[src/rtl/dds_sweep_ctrl.sv]
`timescale 1ns/1ps
// Stepped-frequency sweep controller that drives the DDS core's magnitude and phase-increment inputs.
// A shadow configuration is loaded while idle. A start command replays it as a single, repeating, ping-pong or static sweep.
module dds_sweep_ctrl #(
    parameter int PHASE_W = 24,
    parameter int MAG_W   = 32,
    parameter int DWELL_W = 16
) (
    input  logic               clock,
    input  logic               reset,
    input  logic               io_cfg_valid,
    output logic               io_cfg_ready,
    input  logic [PHASE_W-1:0] io_cfg_start,
    input  logic [PHASE_W-1:0] io_cfg_stop,
    input  logic [PHASE_W-1:0] io_cfg_step,
    input  logic [DWELL_W-1:0] io_cfg_dwell,
    input  logic [MAG_W-1:0]   io_cfg_mag,
    input  logic [1:0]         io_cfg_mode,
    input  logic               io_start,
    input  logic               io_abort,
    output logic [MAG_W-1:0]   io_mag_value,
    output logic [PHASE_W-1:0] io_phase_delta,
    output logic               io_busy,
    output logic               io_done,
    output logic               io_wrap
);

    typedef enum logic {IDLE, RUN} state_t;
    typedef enum logic [1:0] {MODE_SINGLE, MODE_REPEAT, MODE_PINGPONG, MODE_STATIC} mode_t;

    state_t             state;
    mode_t              sh_mode;
    logic [PHASE_W-1:0] sh_start, sh_stop, sh_step;
    logic [DWELL_W-1:0] sh_dwell;
    logic [MAG_W-1:0]   sh_mag;

    logic [DWELL_W-1:0] dwell_cnt;
    logic [PHASE_W-1:0] target, origin;
    logic               dir_up;
    logic [DWELL_W-1:0] dwell_load;

    assign io_cfg_ready = (state == IDLE);
    assign dwell_load   = (sh_dwell == '0) ? DWELL_W'(1) : sh_dwell;

    // One step toward tgt, computed one bit wider. The result clamps to tgt on
    // overshoot, carry or borrow, so the output never wraps modulo 2^PHASE_W.
    function automatic logic [PHASE_W-1:0] step_toward(
        input logic [PHASE_W-1:0] cur,
        input logic [PHASE_W-1:0] tgt,
        input logic               up,
        input logic [PHASE_W-1:0] stp
    );
        logic [PHASE_W:0] nxt;
        if (stp == '0) return tgt;
        if (up) begin
            nxt = {1'b0, cur} + {1'b0, stp};
            return (nxt > {1'b0, tgt}) ? tgt : nxt[PHASE_W-1:0];
        end
        nxt = {1'b0, cur} - {1'b0, stp};
        return (nxt[PHASE_W] || nxt[PHASE_W-1:0] < tgt) ? tgt : nxt[PHASE_W-1:0];
    endfunction

    // NOTE: every register here, the shadow config included, is a plain flop with
    // an async clear. The clear gives a never-configured start a defined all-zero sweep.
    always_ff @(posedge clock or negedge reset) begin
        if (!reset) begin
            state          <= IDLE;
            sh_mode        <= MODE_SINGLE;
            sh_start       <= '0;
            sh_stop        <= '0;
            sh_step        <= '0;
            sh_dwell       <= '0;
            sh_mag         <= '0;
            dwell_cnt      <= '0;
            target         <= '0;
            origin         <= '0;
            dir_up         <= 1'b0;
            io_phase_delta <= '0;
            io_mag_value   <= '0;
            io_busy        <= 1'b0;
            io_done        <= 1'b0;
            io_wrap        <= 1'b0;
        end else begin
            io_done <= 1'b0;
            io_wrap <= 1'b0;

            if (state == IDLE && io_cfg_valid) begin
                sh_start <= io_cfg_start;
                sh_stop  <= io_cfg_stop;
                sh_step  <= io_cfg_step;
                sh_dwell <= io_cfg_dwell;
                sh_mag   <= io_cfg_mag;
                sh_mode  <= mode_t'(io_cfg_mode);
            end

            if (io_abort) begin
                state          <= IDLE;
                io_phase_delta <= '0;
                io_mag_value   <= '0;
                io_busy        <= 1'b0;
            end else begin
                case (state)
                    IDLE: begin
                        if (io_start) begin
                            state          <= RUN;
                            io_busy        <= 1'b1;
                            io_phase_delta <= sh_start;
                            io_mag_value   <= sh_mag;
                            dwell_cnt      <= dwell_load;
                            dir_up         <= (sh_start <= sh_stop);
                            target         <= sh_stop;
                            origin         <= sh_start;
                        end
                    end
                    RUN: begin
                        if (sh_mode != MODE_STATIC) begin
                            if (dwell_cnt > DWELL_W'(1)) begin
                                dwell_cnt <= dwell_cnt - DWELL_W'(1);
                            end else begin
                                dwell_cnt <= dwell_load;
                                if (io_phase_delta == target) begin
                                    case (sh_mode)
                                        MODE_SINGLE: begin
                                            state   <= IDLE;
                                            io_busy <= 1'b0;
                                            io_done <= 1'b1;
                                        end
                                        MODE_REPEAT: begin
                                            io_phase_delta <= sh_start;
                                            io_wrap        <= 1'b1;
                                        end
                                        MODE_PINGPONG: begin
                                            // Reverse and step straight off the endpoint so it is not emitted twice.
                                            target         <= origin;
                                            origin         <= target;
                                            dir_up         <= !dir_up;
                                            io_phase_delta <= step_toward(io_phase_delta, origin, !dir_up, sh_step);
                                            io_wrap        <= 1'b1;
                                        end
                                        MODE_STATIC: ;
                                    endcase
                                end else begin
                                    io_phase_delta <= step_toward(io_phase_delta, target, dir_up, sh_step);
                                end
                            end
                        end
                    end
                endcase
            end
        end
    end

endmodule

[config.mk]
export PLATFORM = sky130hd
export DESIGN_NAME = dds_sweep_ctrl
export DESIGN_NICKNAME = d
export VERILOG_FILES = /design/src/rtl/dds_sweep_ctrl.sv
export SDC_FILE = /design/constraint.sdc
export NUM_CORES = 1
export LEC_CHECK = 0
export CAP_MARGIN = 20
export CORE_AREA = 4 4 215 217
export DETAILED_ROUTE_END_ITERATION = 10
export DIE_AREA = 0 0 219 221
export GPL_TIMING_DRIVEN = 0
export HOLD_SLACK_MARGIN = 0.12
export PLACE_DENSITY = 0.72
export SLEW_MARGIN = 20
export SYNTH_ARGS = -nofsm -noshare
export SYNTH_HDL_FRONTEND = slang
export SYNTH_SLANG_ARGS = --single-unit
export TNS_END_PERCENT = 1
[constraint.sdc]
create_clock -name clock -period 4.9 [get_ports clock]
set_input_delay 0.735 -clock clock [delete_from_list [all_inputs] [get_ports clock]]
set_output_delay 0.735 -clock clock [all_outputs]
set_load 0.03 [all_outputs]
==> flow_summary.json <==
{
  "io_buffers": 186,
  "slew_violations": 0,
  "drtIter0Drc": 1491,
  "max-slew-margin-rel_pct": 26.0,
  "synth_xor_area_share_pct": 3.05,
  "synth_area_um2": 17500,
  "yosysTopAreaCellShare_pct": 35.3,
  "drive_gt1_share_pct": 14.3,
  "globalplace.congestion": 0.999,
  "syn_inst": 1976,
  "cts_tree": "yes",
  "num-nets-final": 2535,
  "die_area_um2": 48400,
  "grt_pass1_wl_um": 99000,
  "worstPathCellList": "ha_1 > clkbuf_4 > or4_4 > a31oi_4 > buf_12 > o311ai_0 > a31oi_1 > or3_4 > nand2_1 > ha_1 > nand3_1 > o221a_2 > o21ai_4 > o21a_1 > o21ai_2 > a21oi_1 > o21ai_0 > a221oi_1 > nand2b_1",
  "synth_compound_area_share_pct": 22.0,
  "io-pin-count": 187,
  "totalWireLength_um": 65100,
  "grt_use_met3_pct": 5.54,
  "crit_required_ns": 5.41,
  "fillers": 4170,
  "ys_seq_area_share_pct": 35.3,
  "violations": "setup timing",
  "num_rows": 77,
  "dp.cells": 2756,
  "worstPathArrival_ns": 5.71,
  "grt_pass1_vias": 17100,
  "crit_top_cell": "ha_1",
  "cts_buffer_depth": 3,
  "power_mw": 11.3,
  "cp_top_family": "compound AO/OA/AOI/OAI gates",
  "grt_max_degree": 98,
  "status": "finished with violations",
  "r2r_slack_ns": -0.30,
  "max_freq_ghz": 0.192,
  "antenna_found_initial": 1,
  "synth_edf_count": 0,
  "drc_errors": 0,
  "setup_ws_ns": -0.296,
  "postRouteAntennaNets": 0,
  "crit_path_end_kind": "flop",
  "holdWs_ns": 0.0830,
  "fin_crit_sh_pct": 106,
  "die_w_um": 219,
  "tightestPinTransition_ns": 1.11,
  "crit_buf_inv": 2,
  "gr-usage-all-layers_pct": 25.9,
  "regArea_um2": 6200,
  "cts.sinks": 247,
  "clkTransAtPathRegs_ns": 0.06,
  "leakagePower_nw": 9.52,
  "synth_common_cells": "247 x dfrtp_1, 211 x a21oi_1, 192 x nand2_1",
  "core_region_area_um2": 44100,
  "slowest_stage": "or4_4",
  "drv_cap": 0,
  "r2r-end": "io_phase_delta[14]$_DFFE_PN0P_",
  "synth_warnings": 0,
  "fin_cells": 2844,
  "synth.area.top_cells": "dfrtp_1 35%, ha_1 12%, a21oi_1 6.0%",
  "clk_latency_ns": 0.59,
  "vias": 16800,
  "muxShareOfSynthArea_pct": 7.81,
  "finalHoldViolations": 0,
  "path_max_fanout": 10,
  "grtUsageMet1_pct": 34.2,
  "syn_nets": 2277,
  "synth_seq_cells": 247,
  "reg2reg_from": "io_phase_delta[7]$_DFFE_PN0P_",
  "met2_usage_pct": 42.6,
  "grt_overflow": 0,
  "synth_top_family_by_area": "compound AO/OA/AOI/OAI gates",
  "cts_buffers": 29,
  "start_kind": "flop",
  "yosysTopAreaCell": "dfrtp_1",
  "multiInputGateArea_um2": 11000,
  "yosysMostFrequentCell": "dfrtp_1",
  "rr_worst_depth": 19,
  "ir_drop_uv": 291,
  "die_h_um": 221,
  "cpPeakStageDelay_ns": 0.51,
  "dp_slack_ns": -1.56,
  "hp-class": "input pin to async pin",
  "hpwl_um": 50900,
  "synth-simple-area-share_pct": 13.9,
  "avgSynthCellArea_um2": 8.86,
  "power_density_nw_per_um2": 510,
  "async_flop_share_pct": 100,
  "via_per_inst": 5.90,
  "dr.pass1.iters": 6,
  "skew_ns": 0.0167,
  "dpl_cell_area_um2": 20200,
  "final_area_um2": 22200,
  "grt_setup_unrepaired": "true",
  "start_util_pct": 39.7,
  "htreeDepth": 1,
  "setup_viol": 24,
  "synth.distinct_cells": 90,
  "crit_type": "flop to flop",
  "synthAdderAreaFrac_pct": 12.5,
  "synthFlopType": "dfrtp_1",
  "min_period_ns": 5.20,
  "cts_root_buffer": "clkbuf_16",
  "syn_to_final_growth_pct": 26.9,
  "grt-busiest-layer": "met2",
  "wl_per_cell_um": 22.9
}
## where the power goes
part / switching (mW) / internal (mW) / leakage, nW / total [mW]
clock network: 0.914 / 1.30 / 0.470 / 2.22
registers: 0.541 / 2.40 / 2.97 / 2.94
logic: 3.72 / 2.44 / 6.08 / 6.16
## repair_timing
| item | CTS | global route |
|---|---|---|
| endpoints found under the setup margin | 24 | 24 |
| cloned | 0 | 1 |
| pin swaps | 31 | 27 |
| hold buffers | 0 | 0 |
| gates resized for setup | 112 | 58 |
| buffers inserted | 20 | 20 |
## cells in the final DEF (no fill, tap or decap), types with 7 or more instances in the layout
cell type,n
a21oi_1,200
a21o_1,23
a211oi_1,13
a211o_1,8
a221oi_1,9
clkdlybuf4s50_1,185
o221ai_1,11
o31ai_1,15
a22oi_1,24
mux2_2,75
o21a_1,15
nor3_1,38
dfrtp_1,233
nand2b_1,9
o211ai_1,10
nand3_1,27
buf_2,10
o21ai_2,8
nor2_1,134
mux2i_1,51
clkbuf_1,70
dfrtp_2,14
clkbuf_16,29
or3_1,7
xnor2_2,12
a31oi_1,13
ha_1,167
nand4_1,30
o21ai_1,17
a21oi_2,10
nor2b_1,14
o21ai_0,121
xnor2_1,39
buf_4,41
a221o_1,24
nor4_1,18
inv_1,138
nand2_1,190
## stage by stage
step	util [%]	TNS [ns]
6_report	50.3	-4.45
5_1_grt	50.3	-6.76
4_1_cts	49.3	-2.50
3_5_place_dp	45.7	-32.55
3_3_place_gp	45.6	-1941.23
2_1_floorplan	-	0
## cell families after synthesis
group | Yosys count
AOI/OAI and AO/OA | 602
and+or+nand+nor | 523
DFF | 247
buffers and inverters | 242
adders and majority gates | 174
muxes | 127
xor gates and xnor gates | 61
## final cells by class
class                   instances  area share, %
clock inverters                14          0.817
flip-flops and latches        247           27.9
multi-input cells            1487           49.7
inverters                     142           2.40
diodes                          1         0.0113
well taps                     592           3.34
plain buffers                  98           2.12
clock buffers                  34           3.53
repair buffers                229           10.2
## per-layer routing
metal	part of all wire (%)	wire [um]
met1	42	27000
met2	46	30200
met3	8.5	5520
met4	3.6	2320
met5	0.020	13
## registers in the layout, indices dropped and copies added, names as in the netlist
signal and count:
dir_up 1, dwell_cnt 16, io_busy 1, io_done 1
io_mag_value 32, io_phase_delta 24, io_wrap 1, origin 24
sh_dwell 16, sh_mag 32, sh_mode 2, sh_start 24
sh_step 24, sh_stop 24, state 1, target 24
## how the worst max path moves through the flow
stage,to,from,depth (start not counted),slack [ns]
3_3_place_gp,io_mag_value[11]$_DFFE_PN0P_,reset,1,-7.77
5_1_grt,io_phase_delta[7]$_DFFE_PN0P_,io_phase_delta[7]$_DFFE_PN0P_,20,-0.36
4_1_cts,io_phase_delta[0]$_DFFE_PN0P_,sh_step[8]$_DFFE_PN0P_,20,-0.17
3_5_place_dp,io_phase_delta[14]$_DFFE_PN0P_,io_phase_delta[0]$_DFFE_PN0P_,21,-1.56
2_1_floorplan,io_phase_delta[17]$_DFFE_PN0P_,io_phase_delta[0]$_DFFE_PN0P_,20,0.1
6_report,io_phase_delta[14]$_DFFE_PN0P_,io_phase_delta[7]$_DFFE_PN0P_,19,-0.30
No activity file was read; power rests on OpenSTA's default activity.
